`config.mk`:
```
export PLATFORM = sky130hd
export DESIGN_NAME = cam_capture_flat
export DESIGN_NICKNAME = d
export VERILOG_FILES = /design/src/rtl/cam_capture_if.sv /design/src/rtl/cam_capture.sv /design/src/flat_wrapper.sv
export SDC_FILE = /design/constraint.sdc
export NUM_CORES = 1
export LEC_CHECK = 0
export CORE_MARGIN = 2
export CORE_UTILIZATION = 40
export DETAILED_ROUTE_END_ITERATION = 10
export PLACE_DENSITY_LB_ADDON = 0.1
export REMOVE_ABC_BUFFERS = 1
export SYNTH_ARGS = -nofsm -noshare
export SYNTH_HDL_FRONTEND = slang
export SYNTH_SLANG_ARGS = --single-unit
```
`constraint.sdc`:
```
create_clock -name clk -period 3.6 [get_ports clk]
set_input_delay 1.08 -clock clk [delete_from_list [all_inputs] [get_ports clk]]
set_output_delay 1.08 -clock clk [all_outputs]
set_load 0.005 [all_outputs]
```
`src/rtl/cam_capture_if.sv`:
```
// Camera capture bus: sensor pins, CPU control pulses, FIFO read port and status.
// The sensor/CPU side drives through 'master'; the capture block sits on 'slave'.
// The parameters must match those of the cam_capture instance attached to it.
interface cam_capture_if #(
  parameter int DATA_W     = 6,
  parameter int FIFO_DEPTH = 16,
  parameter int X_W        = 10,
  parameter int Y_W        = 9
);
  localparam int LW = $clog2(FIFO_DEPTH) + 1;

  logic              href;
  logic              vsync;
  logic [DATA_W-1:0] din;
  logic              start;
  logic              abort;
  logic              rd_en;
  logic [DATA_W-1:0] rd_data;
  logic              empty;
  logic              full;
  logic [LW-1:0]     level;
  logic              busy;
  logic              done;
  logic              overflow;
  logic [X_W-1:0]    line_len;
  logic [Y_W-1:0]    line_cnt;

  modport master (
    output href, vsync, din, start, abort, rd_en,
    input  rd_data, empty, full, level, busy, done, overflow, line_len, line_cnt
  );

  modport slave (
    input  href, vsync, din, start, abort, rd_en,
    output rd_data, empty, full, level, busy, done, overflow, line_len, line_cnt
  );
endinterface

```
`src/rtl/cam_capture.sv`:
```
// Camera front end: synchronises href/vsync/din, captures one whole frame per
// arm request into a small first-word-fall-through FIFO, and reports line
// geometry plus done/overflow status. The FIFO head is held in a register so
// rd_data is a flop output; pin-to-rd_data latency is three clocks.
module cam_capture #(
  parameter int DATA_W     = 6,
  parameter int FIFO_DEPTH = 16,
  parameter int X_W        = 10,
  parameter int Y_W        = 9,
  parameter int DEC        = 1
) (
  input logic          clk,
  input logic          rst,
  cam_capture_if.slave bus
);
  localparam int AW = $clog2(FIFO_DEPTH);
  localparam int LW = AW + 1;
  localparam logic [LW-1:0] DEPTH_L  = LW'(FIFO_DEPTH);
  localparam logic [3:0]    DEC_LAST = 4'(DEC - 1);

  typedef enum logic [1:0] {IDLE, ARMED, CAPTURE, DONE} state_t;

  state_t            state_q, state_d;
  logic [2:0]        href_sync_q, href_sync_d;   // [1] = synced, [2] = edge-detect copy
  logic [2:0]        vsync_sync_q, vsync_sync_d;
  logic [DATA_W-1:0] din_s1_q, din_s1_d, din_s2_q, din_s2_d;
  logic              done_q, done_d, overflow_q, overflow_d;
  logic [X_W-1:0]    line_len_q, line_len_d, x_q, x_d;
  logic [Y_W-1:0]    line_cnt_q, line_cnt_d;
  logic [3:0]        dec_q, dec_d;
  logic [LW-1:0]     count_q, count_d;
  logic [AW-1:0]     wr_ptr_q, wr_ptr_d, rd_ptr_q, rd_ptr_d, rd_next;
  logic [DATA_W-1:0] rd_data_q, rd_data_d;
  logic              empty_q, empty_d, full_q, full_d;
  logic              push_req, push_ok, pop;
  logic [DATA_W-1:0] mem_q [FIFO_DEPTH];

  logic href_s, href_fall, vsync_fall, vsync_rise;
  assign href_s     = href_sync_q[1];
  assign href_fall  = href_sync_q[2] & ~href_sync_q[1];
  assign vsync_fall = vsync_sync_q[2] & ~vsync_sync_q[1];
  assign vsync_rise = ~vsync_sync_q[2] & vsync_sync_q[1];
  assign rd_next    = rd_ptr_q + 1'b1;

  // Next-state logic: sync chains, capture FSM, line counters and FIFO bookkeeping
  always_comb begin
    href_sync_d  = {href_sync_q[1:0], bus.href};
    vsync_sync_d = {vsync_sync_q[1:0], bus.vsync};
    din_s1_d     = bus.din;
    din_s2_d     = din_s1_q;
    state_d      = state_q;
    done_d       = done_q;
    overflow_d   = overflow_q;
    line_len_d   = line_len_q;
    line_cnt_d   = line_cnt_q;
    x_d          = x_q;
    dec_d        = dec_q;
    count_d      = count_q;
    wr_ptr_d     = wr_ptr_q;
    rd_ptr_d     = rd_ptr_q;
    rd_data_d    = rd_data_q;
    push_req     = 1'b0;

    case (state_q)
      IDLE, DONE: begin
        if (bus.start) begin
          state_d    = ARMED;
          done_d     = 1'b0;
          overflow_d = 1'b0;
          line_len_d = '0;
          line_cnt_d = '0;
          x_d        = '0;
          dec_d      = '0;
        end
      end
      // Wait for the start of a fresh frame so nothing is captured mid-frame
      ARMED: if (vsync_fall) state_d = CAPTURE;
      CAPTURE: begin
        if (href_fall) begin
          line_len_d = x_q;
          if (~&line_cnt_q) line_cnt_d = line_cnt_q + 1'b1;
          x_d   = '0;
          dec_d = '0;
        end
        // A line still open at frame end is not counted; its pixels stay queued
        if (vsync_rise) begin
          state_d = DONE;
          done_d  = 1'b1;
        end else if (href_s) begin
          push_req = (dec_q == 4'd0);
          if (push_req && ~&x_q) x_d = x_q + 1'b1;
          dec_d = (dec_q == DEC_LAST) ? 4'd0 : dec_q + 4'd1;
        end
      end
      default: state_d = IDLE;
    endcase

    // A full FIFO still accepts a push when a pop frees a slot the same cycle
    pop     = bus.rd_en && (count_q != '0);
    push_ok = push_req && ((count_q != DEPTH_L) || pop);
    if (push_req && !push_ok) overflow_d = 1'b1;
    if (push_ok) wr_ptr_d = wr_ptr_q + 1'b1;
    if (pop)     rd_ptr_d = rd_next;
    case ({push_ok, pop})
      2'b10:   count_d = count_q + 1'b1;
      2'b01:   count_d = count_q - 1'b1;
      default: count_d = count_q;
    endcase

    // Keep the registered head equal to the oldest entry
    if (pop) begin
      if (count_q > LW'(1))  rd_data_d = mem_q[rd_next];
      else if (push_ok)      rd_data_d = din_s2_q;
    end else if ((count_q == '0) && push_ok) begin
      rd_data_d = din_s2_q;
    end

    if (bus.abort) begin
      state_d    = IDLE;
      done_d     = 1'b0;
      overflow_d = 1'b0;
      count_d    = '0;
      wr_ptr_d   = '0;
      rd_ptr_d   = '0;
      rd_data_d  = '0;
      push_ok    = 1'b0;
    end

    empty_d = (count_d == '0);
    full_d  = (count_d == DEPTH_L);
  end

  // State and status registers
  always_ff @(posedge clk or posedge rst) begin
    if (rst) begin
      state_q      <= IDLE;
      href_sync_q  <= '0;
      vsync_sync_q <= '0;
      din_s1_q     <= '0;
      din_s2_q     <= '0;
      done_q       <= 1'b0;
      overflow_q   <= 1'b0;
      line_len_q   <= '0;
      line_cnt_q   <= '0;
      x_q          <= '0;
      dec_q        <= '0;
      count_q      <= '0;
      wr_ptr_q     <= '0;
      rd_ptr_q     <= '0;
      rd_data_q    <= '0;
      empty_q      <= 1'b1;
      full_q       <= 1'b0;
    end else begin
      state_q      <= state_d;
      href_sync_q  <= href_sync_d;
      vsync_sync_q <= vsync_sync_d;
      din_s1_q     <= din_s1_d;
      din_s2_q     <= din_s2_d;
      done_q       <= done_d;
      overflow_q   <= overflow_d;
      line_len_q   <= line_len_d;
      line_cnt_q   <= line_cnt_d;
      x_q          <= x_d;
      dec_q        <= dec_d;
      count_q      <= count_d;
      wr_ptr_q     <= wr_ptr_d;
      rd_ptr_q     <= rd_ptr_d;
      rd_data_q    <= rd_data_d;
      empty_q      <= empty_d;
      full_q       <= full_d;
    end
  end

  // FIFO storage write port
  always_ff @(posedge clk) begin
    if (push_ok) mem_q[wr_ptr_q] <= din_s2_q;
  end

  assign bus.busy     = (state_q == ARMED) || (state_q == CAPTURE);
  assign bus.done     = done_q;
  assign bus.overflow = overflow_q;
  assign bus.line_len = line_len_q;
  assign bus.line_cnt = line_cnt_q;
  assign bus.rd_data  = rd_data_q;
  assign bus.empty    = empty_q;
  assign bus.full     = full_q;
  assign bus.level    = count_q;
endmodule

```
`src/flat_wrapper.sv`:
```
// flat-port wrapper written by rule: the top's interface ports become plain ports
module cam_capture_flat 
#(
  parameter int DATA_W     = 6,
  parameter int FIFO_DEPTH = 16,
  parameter int X_W        = 10,
  parameter int Y_W        = 9,
  parameter int DEC        = 1
)
  (clk, rst, bus_href, bus_vsync, bus_din, bus_start, bus_abort, bus_rd_en, bus_rd_data, bus_empty, bus_full, bus_level, bus_busy, bus_done, bus_overflow, bus_line_len, bus_line_cnt);
  cam_capture_if #(.DATA_W(DATA_W), .FIFO_DEPTH(FIFO_DEPTH), .X_W(X_W), .Y_W(Y_W)) bus_i ();
  input logic clk;
  input logic rst;
  input wire logic [$bits(bus_i.href)-1:0] bus_href;
  input wire logic [$bits(bus_i.vsync)-1:0] bus_vsync;
  input wire logic [$bits(bus_i.din)-1:0] bus_din;
  input wire logic [$bits(bus_i.start)-1:0] bus_start;
  input wire logic [$bits(bus_i.abort)-1:0] bus_abort;
  input wire logic [$bits(bus_i.rd_en)-1:0] bus_rd_en;
  output wire logic [$bits(bus_i.rd_data)-1:0] bus_rd_data;
  output wire logic [$bits(bus_i.empty)-1:0] bus_empty;
  output wire logic [$bits(bus_i.full)-1:0] bus_full;
  output wire logic [$bits(bus_i.level)-1:0] bus_level;
  output wire logic [$bits(bus_i.busy)-1:0] bus_busy;
  output wire logic [$bits(bus_i.done)-1:0] bus_done;
  output wire logic [$bits(bus_i.overflow)-1:0] bus_overflow;
  output wire logic [$bits(bus_i.line_len)-1:0] bus_line_len;
  output wire logic [$bits(bus_i.line_cnt)-1:0] bus_line_cnt;
  assign bus_i.href = bus_href;
  assign bus_i.vsync = bus_vsync;
  assign bus_i.din = bus_din;
  assign bus_i.start = bus_start;
  assign bus_i.abort = bus_abort;
  assign bus_i.rd_en = bus_rd_en;
  assign bus_rd_data = bus_i.rd_data;
  assign bus_empty = bus_i.empty;
  assign bus_full = bus_i.full;
  assign bus_level = bus_i.level;
  assign bus_busy = bus_i.busy;
  assign bus_done = bus_i.done;
  assign bus_overflow = bus_i.overflow;
  assign bus_line_len = bus_i.line_len;
  assign bus_line_cnt = bus_i.line_cnt;
  cam_capture #(.DATA_W(DATA_W), .FIFO_DEPTH(FIFO_DEPTH), .X_W(X_W), .Y_W(Y_W), .DEC(DEC)) u_core (.clk(clk), .rst(rst), .bus(bus_i));
endmodule
```
# After elaboration in Yosys (flattened, before gate mapping)
# Memories as Yosys holds them, arrays and structs flattened.
# Cells that the tools add are included.
[classes]
addsub = 7
mul = 0
n_div = 0
n_lt_le_gt_ge = 1
eq_ne = 14
shift = 0
n_mux = 47
bitwise_logic = 6
reduce_logical = 31
[ops]
columns = ["cell", "n"]
rows = [
  ["$mux W10", 6],
  ["$pmux W10 S2", 2],
  ["$mux W4", 9],
  ["$mux W6", 5],
  ["$mux W9", 3],
  ["$pmux W9 S2", 1],
  ["$add A4 B1 Y4 const B", 3],
  ["$mux W1", 12],
  ["$reduce_bool A3 Y1", 4],
  ["$add A10 B1 Y10 const B", 1],
  ["$logic_not A5 Y1", 2],
  ["$pmux W5 S2", 1],
  ["$reduce_and A10 Y1", 1],
  ["$add A9 B1 Y9 const B", 1],
  ["$reduce_and A3 Y1", 3],
  ["$reduce_and A9 Y1", 1],
  ["$mux W2", 4],
  ["$pmux W4 S2", 1],
  ["$eq A2 B2 Y1 const B", 3],
  ["$ne A3 B2 Y1 const B", 2],
  ["$pmux W2 S3", 1],
  ["$reduce_and A2 Y1", 3],
  ["$reduce_bool A2 Y1", 3],
  ["$add A5 B1 Y5 const B", 1],
  ["other kinds (21)", 33],
]
[word_totals]
regBits = 76
latch_bits = 0
ram_bits = 96
rom_bits = 0
output_inout_bits = 35
elab_cells = 124
mem_count = 1
[mem_list]
columns = ["name", "words", "word_bits", "read_ports", "rd_ports_with_merged_regs", "wr", "line", "rtl"]
rows = [
  ["u_core.mem_q", 16, 6, 1, 0, 1, "cam_capture.sv:36", "logic [DATA_W-1:0] mem_q [FIFO_DEPTH];"],
]

# Longest topological paths before layout
[depth]
depth_word = 9
ltp_mapped = 15
depth_no_buf = 13

# Least setup slack after synthesis
# OpenSTA, ideal clock, no wires.
[synth_timing]
path_type = "input to register"
start = "in bus_rd_en"
end = "reg u_core.full_q (netlist: u_core.bus.full)"
setup_ns = 0.088
arrival_ns = 3.030
setup_slack_ns = 0.482
path_stages = 11
path_buffers = 2
path_cell_list = "or3b_1 -> and3_1 -> buf_6 -> inv_2 -> ha_1 -> clkbuf_1 -> nor3_1 -> a21o_1 -> a221oi_1 -> a21oi_1 -> nor3b_1"
[synth_via]
elab_chain_cells = 7
word_cells_on_any_way = 8
[synth_lines]
columns = ["item", "line", "rtl"]
rows = [
  ["from (decl)", "flat_wrapper.sv:19", "input wire logic [$bits(bus_i.rd_en)-1:0] bus_rd_en;"],
  ["$logic_and A1 B1 Y1 (*)", "cam_capture.sv:99", "pop = bus.rd_en && (count_q != '0);"],
  ["$logic_or A1 B1 Y1", "cam_capture.sv:100", "push_ok = push_req && ((count_q != DEPTH_L) || pop);"],
  ["$logic_and A1 B1 Y1", "cam_capture.sv:100", ""],
  ["$eq A2 B1 Y1 / $eq A2 B2 Y1 (equally long branches)", "cam_capture.sv:104", "case ({push_ok, pop})"],
  ["$pmux W5 S2 (*)", "cam_capture.sv:104", ""],
  ["$mux W5 (*)", "cam_capture.sv:118", "if (bus.abort) begin"],
  ["$eq A5 B5 Y1 (*)", "cam_capture.sv:130", "full_d = (count_d == DEPTH_L);"],
  ["via u_core.full_d", "cam_capture.sv:34", "logic empty_q, empty_d, full_q, full_d;"],
  ["to (signal assigned)", "cam_capture.sv:170", "full_q <= full_d;"],
  ["to (decl)", "cam_capture.sv:34", ""],
]
# Mark *: on every way through the listed nets, which the timed path passes. The rest lies on a longest branch.
# A chain may end at the register's enable or synchronous reset.

# Worst setup path after layout
[layout_timing]
start = "reg u_core.count_q[0] (netlist: u_core.bus.level[0])"
end = "reg u_core.full_q (netlist: u_core.bus.full)"
[layout_via]
elab_chain_cells = 8
word_cells_on_any_way = 12
[layout_lines]
columns = ["item", "line", "rtl"]
rows = [
  ["from (decl)", "cam_capture.sv:31", "logic [LW-1:0] count_q, count_d;"],
  ["from (signal assigned)", "cam_capture.sv:165", "count_q <= count_d;"],
  ["$reduce_bool A5 Y1", "cam_capture.sv:99", ""],
  ["$logic_and A1 B1 Y1", "cam_capture.sv:99", ""],
  ["$logic_or A1 B1 Y1", "cam_capture.sv:100", ""],
  ["$logic_and A1 B1 Y1", "cam_capture.sv:100", ""],
  ["$eq A2 B1 Y1 / $eq A2 B2 Y1 (equally long branches)", "cam_capture.sv:104", ""],
  ["$pmux W5 S2 (*)", "cam_capture.sv:104", ""],
  ["$mux W5 (*)", "cam_capture.sv:118", ""],
  ["via u_core.count_d[4]", "cam_capture.sv:31", ""],
  ["$eq A5 B5 Y1 (*)", "cam_capture.sv:130", ""],
  ["via u_core.full_d", "cam_capture.sv:34", ""],
]
# Marks and branches as above.

==> impl_metrics.py <==
metrics = {
    "worst_setup_path": {
        "critPathSlowestCell": "dfrtp_1",
        "endpoint": "u_core.bus.full",
        "cp_data_arrival_time_ns": 3.57,
        "r2r_slack_ns": 0.36,
        "crit_start": "u_core.bus.level[0]",
        "rr_startpoint": "u_core.bus.level[0]",
        "cpPeakStageDelay_ns": 0.49,
        "worstPathMaxFanout": 9,
        "path_common_cell": "ha_1",
        "worst-endpoint-required_ns": 3.94,
        "cp-end-kind": "flip-flop",
        "r2r_cells": 12,
        "timing.rr.end": "u_core.bus.full",
        "start_kind": "flip-flop",
        "critPathKind": "reg -> reg",
        "path_cells": "inv_1 -> ha_1 -> or3b_4 -> or3b_1 -> and3_1 -> inv_2 -> ha_1 -> nor2_1 -> mux2_2 -> a22oi_1 -> a21oi_1 -> nor3b_1",
    },
    "job": {
        "maxCapViolCount": 0,
    },
    "synthesis": {
        "synth_cell_types": 56,
        "synth_area_leaders": "edfxtp_1, dfrtp_1, mux4_2",
        "ys_warn_count": 0,
        "synth_area_mm2": 0.00757,
        "synth-seq-area-share_pct": 63.2,
        "synth_seq_cells": 172,
        "synth_edf_count": 96,
        "async_flop_share_pct": 44.2,
        "postSynthAreaPerCell_um2": 13.3,
        "synth_top_cell_by_area": "edfxtp_1",
        "syn_inst": 570,
        "netlist.area_leader.share_pct": 38.1,
        "synth-main-ff-cell": "edfxtp_1",
    },
    "timing": {
        "min_period_over_period_pct": 90.0,
        "maxSlewViolCount": 0,
        "max_freq_ghz": 0.309,
        "rsz0062_at_grt": "false",
        "worst_pin_slew_ns": 1.08,
        "period_minus_slack_ns": 3.24,
        "clock_skew_ns": 0.00758,
        "setup_tns_ns": 0,
        "setup_viol": 0,
        "hold_viol_final": 0,
        "relSlewSlack_pct": 27.4,
    },
    "cts": {
        "post_cts_buffers": 0,
        "cts-root-buf": "clkbuf_16",
        "holdBufCountCts": 0,
        "cts_buffer_depth": 2,
        "clock_sinks": 172,
        "ctsResizeCount": 0,
        "cts-buffers-inserted": 17,
        "htree_levels": 4,
        "worstSkewPairLatency_ns": 0.43,
        "path_clk_slew_ns": 0.07,
        "cts_tree": "built",
    },
    "floorplan": {
        "die_h_um": 142,
        "fp-row-count": 50,
        "coreArea_mm2": 0.0186,
        "dieArea_mm2": 0.0201,
        "io_pins": 48,
        "initial_core_util_pct": 40.6,
        "die_x_um": 142,
    },
    "run_status": {
        "status": "finished, final reports clean",
    },
    "routing": {
        "avgViaCountPerCell": 5.47,
        "drc": 0,
        "drtIter0Drc": 380,
        "drt_pass1_iterations": 5,
        "antenna_left": 0,
        "wirelength_um": 16500,
        "via_count": 4789,
        "wl_per_cell_um": 18.8,
    },
    "placed_design": {
        "finalWeightedCongestion": 0.841,
        "io_buffers": 47,
        "dp_hpwl_um": 11100,
    },
    "grt": {
        "grtUsageMet2_pct": 26.3,
        "grt_usage_pct": 17.4,
        "grt_pass1_wl_um": 26500,
        "grt_start_max_net_pins": 34,
        "grt_use_met3_pct": 3.71,
        "use_met1_pct": 25.4,
        "antenna_found_initial": 0,
        "grt-busiest-layer": "met2",
        "first_global_vias": 4730,
        "grt_overflow": 0,
    },
    "min_path": {
        "holdCritPathClass": "reg -> reg",
        "hp-start": "u_core.din_s1_q[5]",
    },
    "final_layout": {
        "drive_gt1_share_pct": 12.1,
        "diodes": 0,
        "nNetsFinal": 661,
        "syn_to_final_growth_pct": 17.7,
    },
    "pwr": {
        "peakVddDrop_v": 0.000300,
        "power_mw": 4.45,
        "powerDensity_mw_per_mm2": 499,
        "power_leakage_nw": 3.24,
    },
}
[placed cells by master (no fill, tap or decap), types with 3 or more instances in the layout]
| cell type | Yosys | layout |
|---|---|---|
| nor3b_1 | 5 | 5 |
| edfxtp_1 | 96 | 96 |
| inv_1 | 15 | 14 |
| nor3_1 | 16 | 16 |
| nor4_1 | 4 | 4 |
| inv_6 | 0 | 4 |
| nor2b_1 | 27 | 27 |
| clkbuf_16 | 0 | 19 |
| a21oi_1 | 22 | 22 |
| nand2b_1 | 7 | 7 |
| clkdlybuf4s50_1 | 0 | 47 |
| clkinvlp_4 | 0 | 3 |
| dfrtp_1 | 75 | 75 |
| xor2_1 | 3 | 3 |
| xnor2_1 | 7 | 7 |
| nand4_1 | 6 | 6 |
| o41ai_1 | 7 | 7 |
| mux4_2 | 24 | 24 |
| nand3_1 | 17 | 17 |
| clkbuf_1 | 11 | 3 |
| mux2i_1 | 3 | 3 |
| and3_1 | 10 | 10 |
| a22o_1 | 12 | 12 |
| nor2_1 | 37 | 37 |
| ha_1 | 19 | 19 |
| a22oi_1 | 3 | 3 |
| o21ai_0 | 28 | 28 |
| o211ai_1 | 6 | 6 |
| and2_1 | 18 | 18 |
| buf_4 | 0 | 14 |
| nand2_1 | 48 | 48 |
[through the flow]
stage	hold WS, ns	cells	utilization, %	instance area (um^2)	setup WS [ns]
global placement	0.332	844	44.8	8340	0.161
CTS	0.350	876	47.8	8920	0.396
floorplan	0.331	549	-	7470	0.515
global route	0.354	876	47.8	8920	0.196
detailed placement	0.335	844	44.8	8340	0.0705
finish	0.347	876	47.8	8920	0.361
[sequential cells by signal (all words and copies together) (netlist names)]
name	cells
u_core.mem_q	96
u_core.bus.line_len	10
u_core.x_q	10
u_core.bus.line_cnt	9
u_core.bus.rd_data	6
u_core.din_s1_q	6
u_core.din_s2_q	6
u_core.bus.level	5
u_core.dec_q	4
u_core.rd_ptr_q	4
u_core.wr_ptr_q	4
u_core.href_sync_q	3
u_core.vsync_sync_q	3
u_core.state_q	2
u_core.bus.done	1
u_core.bus.empty	1
u_core.bus.full	1
u_core.bus.overflow	1
[final cells by class]
| class | count | area, um^2 |
|---|---|---|
| well taps | 234 | 293 |
| fillers | 1654 | 9720 |
| multi-input cells | 360 | 2620 |
| repair buffers | 61 | 576 |
| clock inverters | 9 | 75.1 |
| flip-flops and latches | 172 | 4790 |
| inverters | 17 | 65.1 |
| clock buffers | 23 | 500 |
[power by group]
part | internal (mW) | switching [mW]
combinational | 0.173 | 0.345
clock | 0.996 | 0.773
sequential | 2.12 | 0.0459
[worst max-delay path: cells and delay by family, from the launching register on]
family | cells | cell delay, ns
AND/OR/NAND/NOR | 5 | 1.47
AO/OA/AOI/OAI | 2 | 0.33
buffers and inverters | 2 | 0.24
multiplexers | 1 | 0.17
adder cells (fa/ha/maj) | 2 | 0.47
flip-flops | 1 | 0.49
[routing by layer]
| metal | vias up | share of wire, % | wire length, um |
|---|---|---|---|
| met5 | - | 0 | 0 |
| met4 | 0 | 1.4 | 224 |
| met3 | 19 | 4.0 | 656 |
| met2 | 134 | 46 | 7560 |
| met1 | 2403 | 49 | 8030 |
| li1 | 2233 | - | - |
[synth_stat cells, drive strengths merged, types with 3 or more instances]
master / instances
edfxtp: 96
dfrtp: 75
nand2: 48
nor2: 37
o21ai: 29
nor2b: 27
mux4: 24
a21oi: 22
ha: 19
and2: 18
nand3: 17
inv: 16
nor3: 16
a22o: 12
clkbuf: 11
and3: 10
buf: 10
nand2b: 7
o41ai: 7
xnor2: 7
nand4: 6
nor3b: 6
o211ai: 6
nor4: 4
a22oi: 3
mux2i: 3
xor2: 3
[cells by family after synthesis]
group	share of synthesized area, %
AND/OR/NAND/NOR	14.2
flip-flops	63.2
buffers and inverters	2.18
multiplexers	7.83
AO/OA/AOI/OAI	8.34
XOR/XNOR	1.16
adder cells (fa/ha/maj)	3.14
[how the worst min path moves through the flow]
stage / to / slack, ns / cells past startpoint
2_1_floorplan: u_core.din_s2_q[0] / 0.33 / 0
3_3_place_gp: u_core.din_s2_q[4] / 0.33 / 0
3_5_place_dp: u_core.din_s2_q[5] / 0.33 / 0
4_1_cts: u_core.din_s2_q[5] / 0.35 / 0
5_1_grt: u_core.din_s2_q[2] / 0.35 / 0
6_report: u_core.din_s2_q[5] / 0.35 / 0
Note: power is estimated with default switching activity, not from simulation.
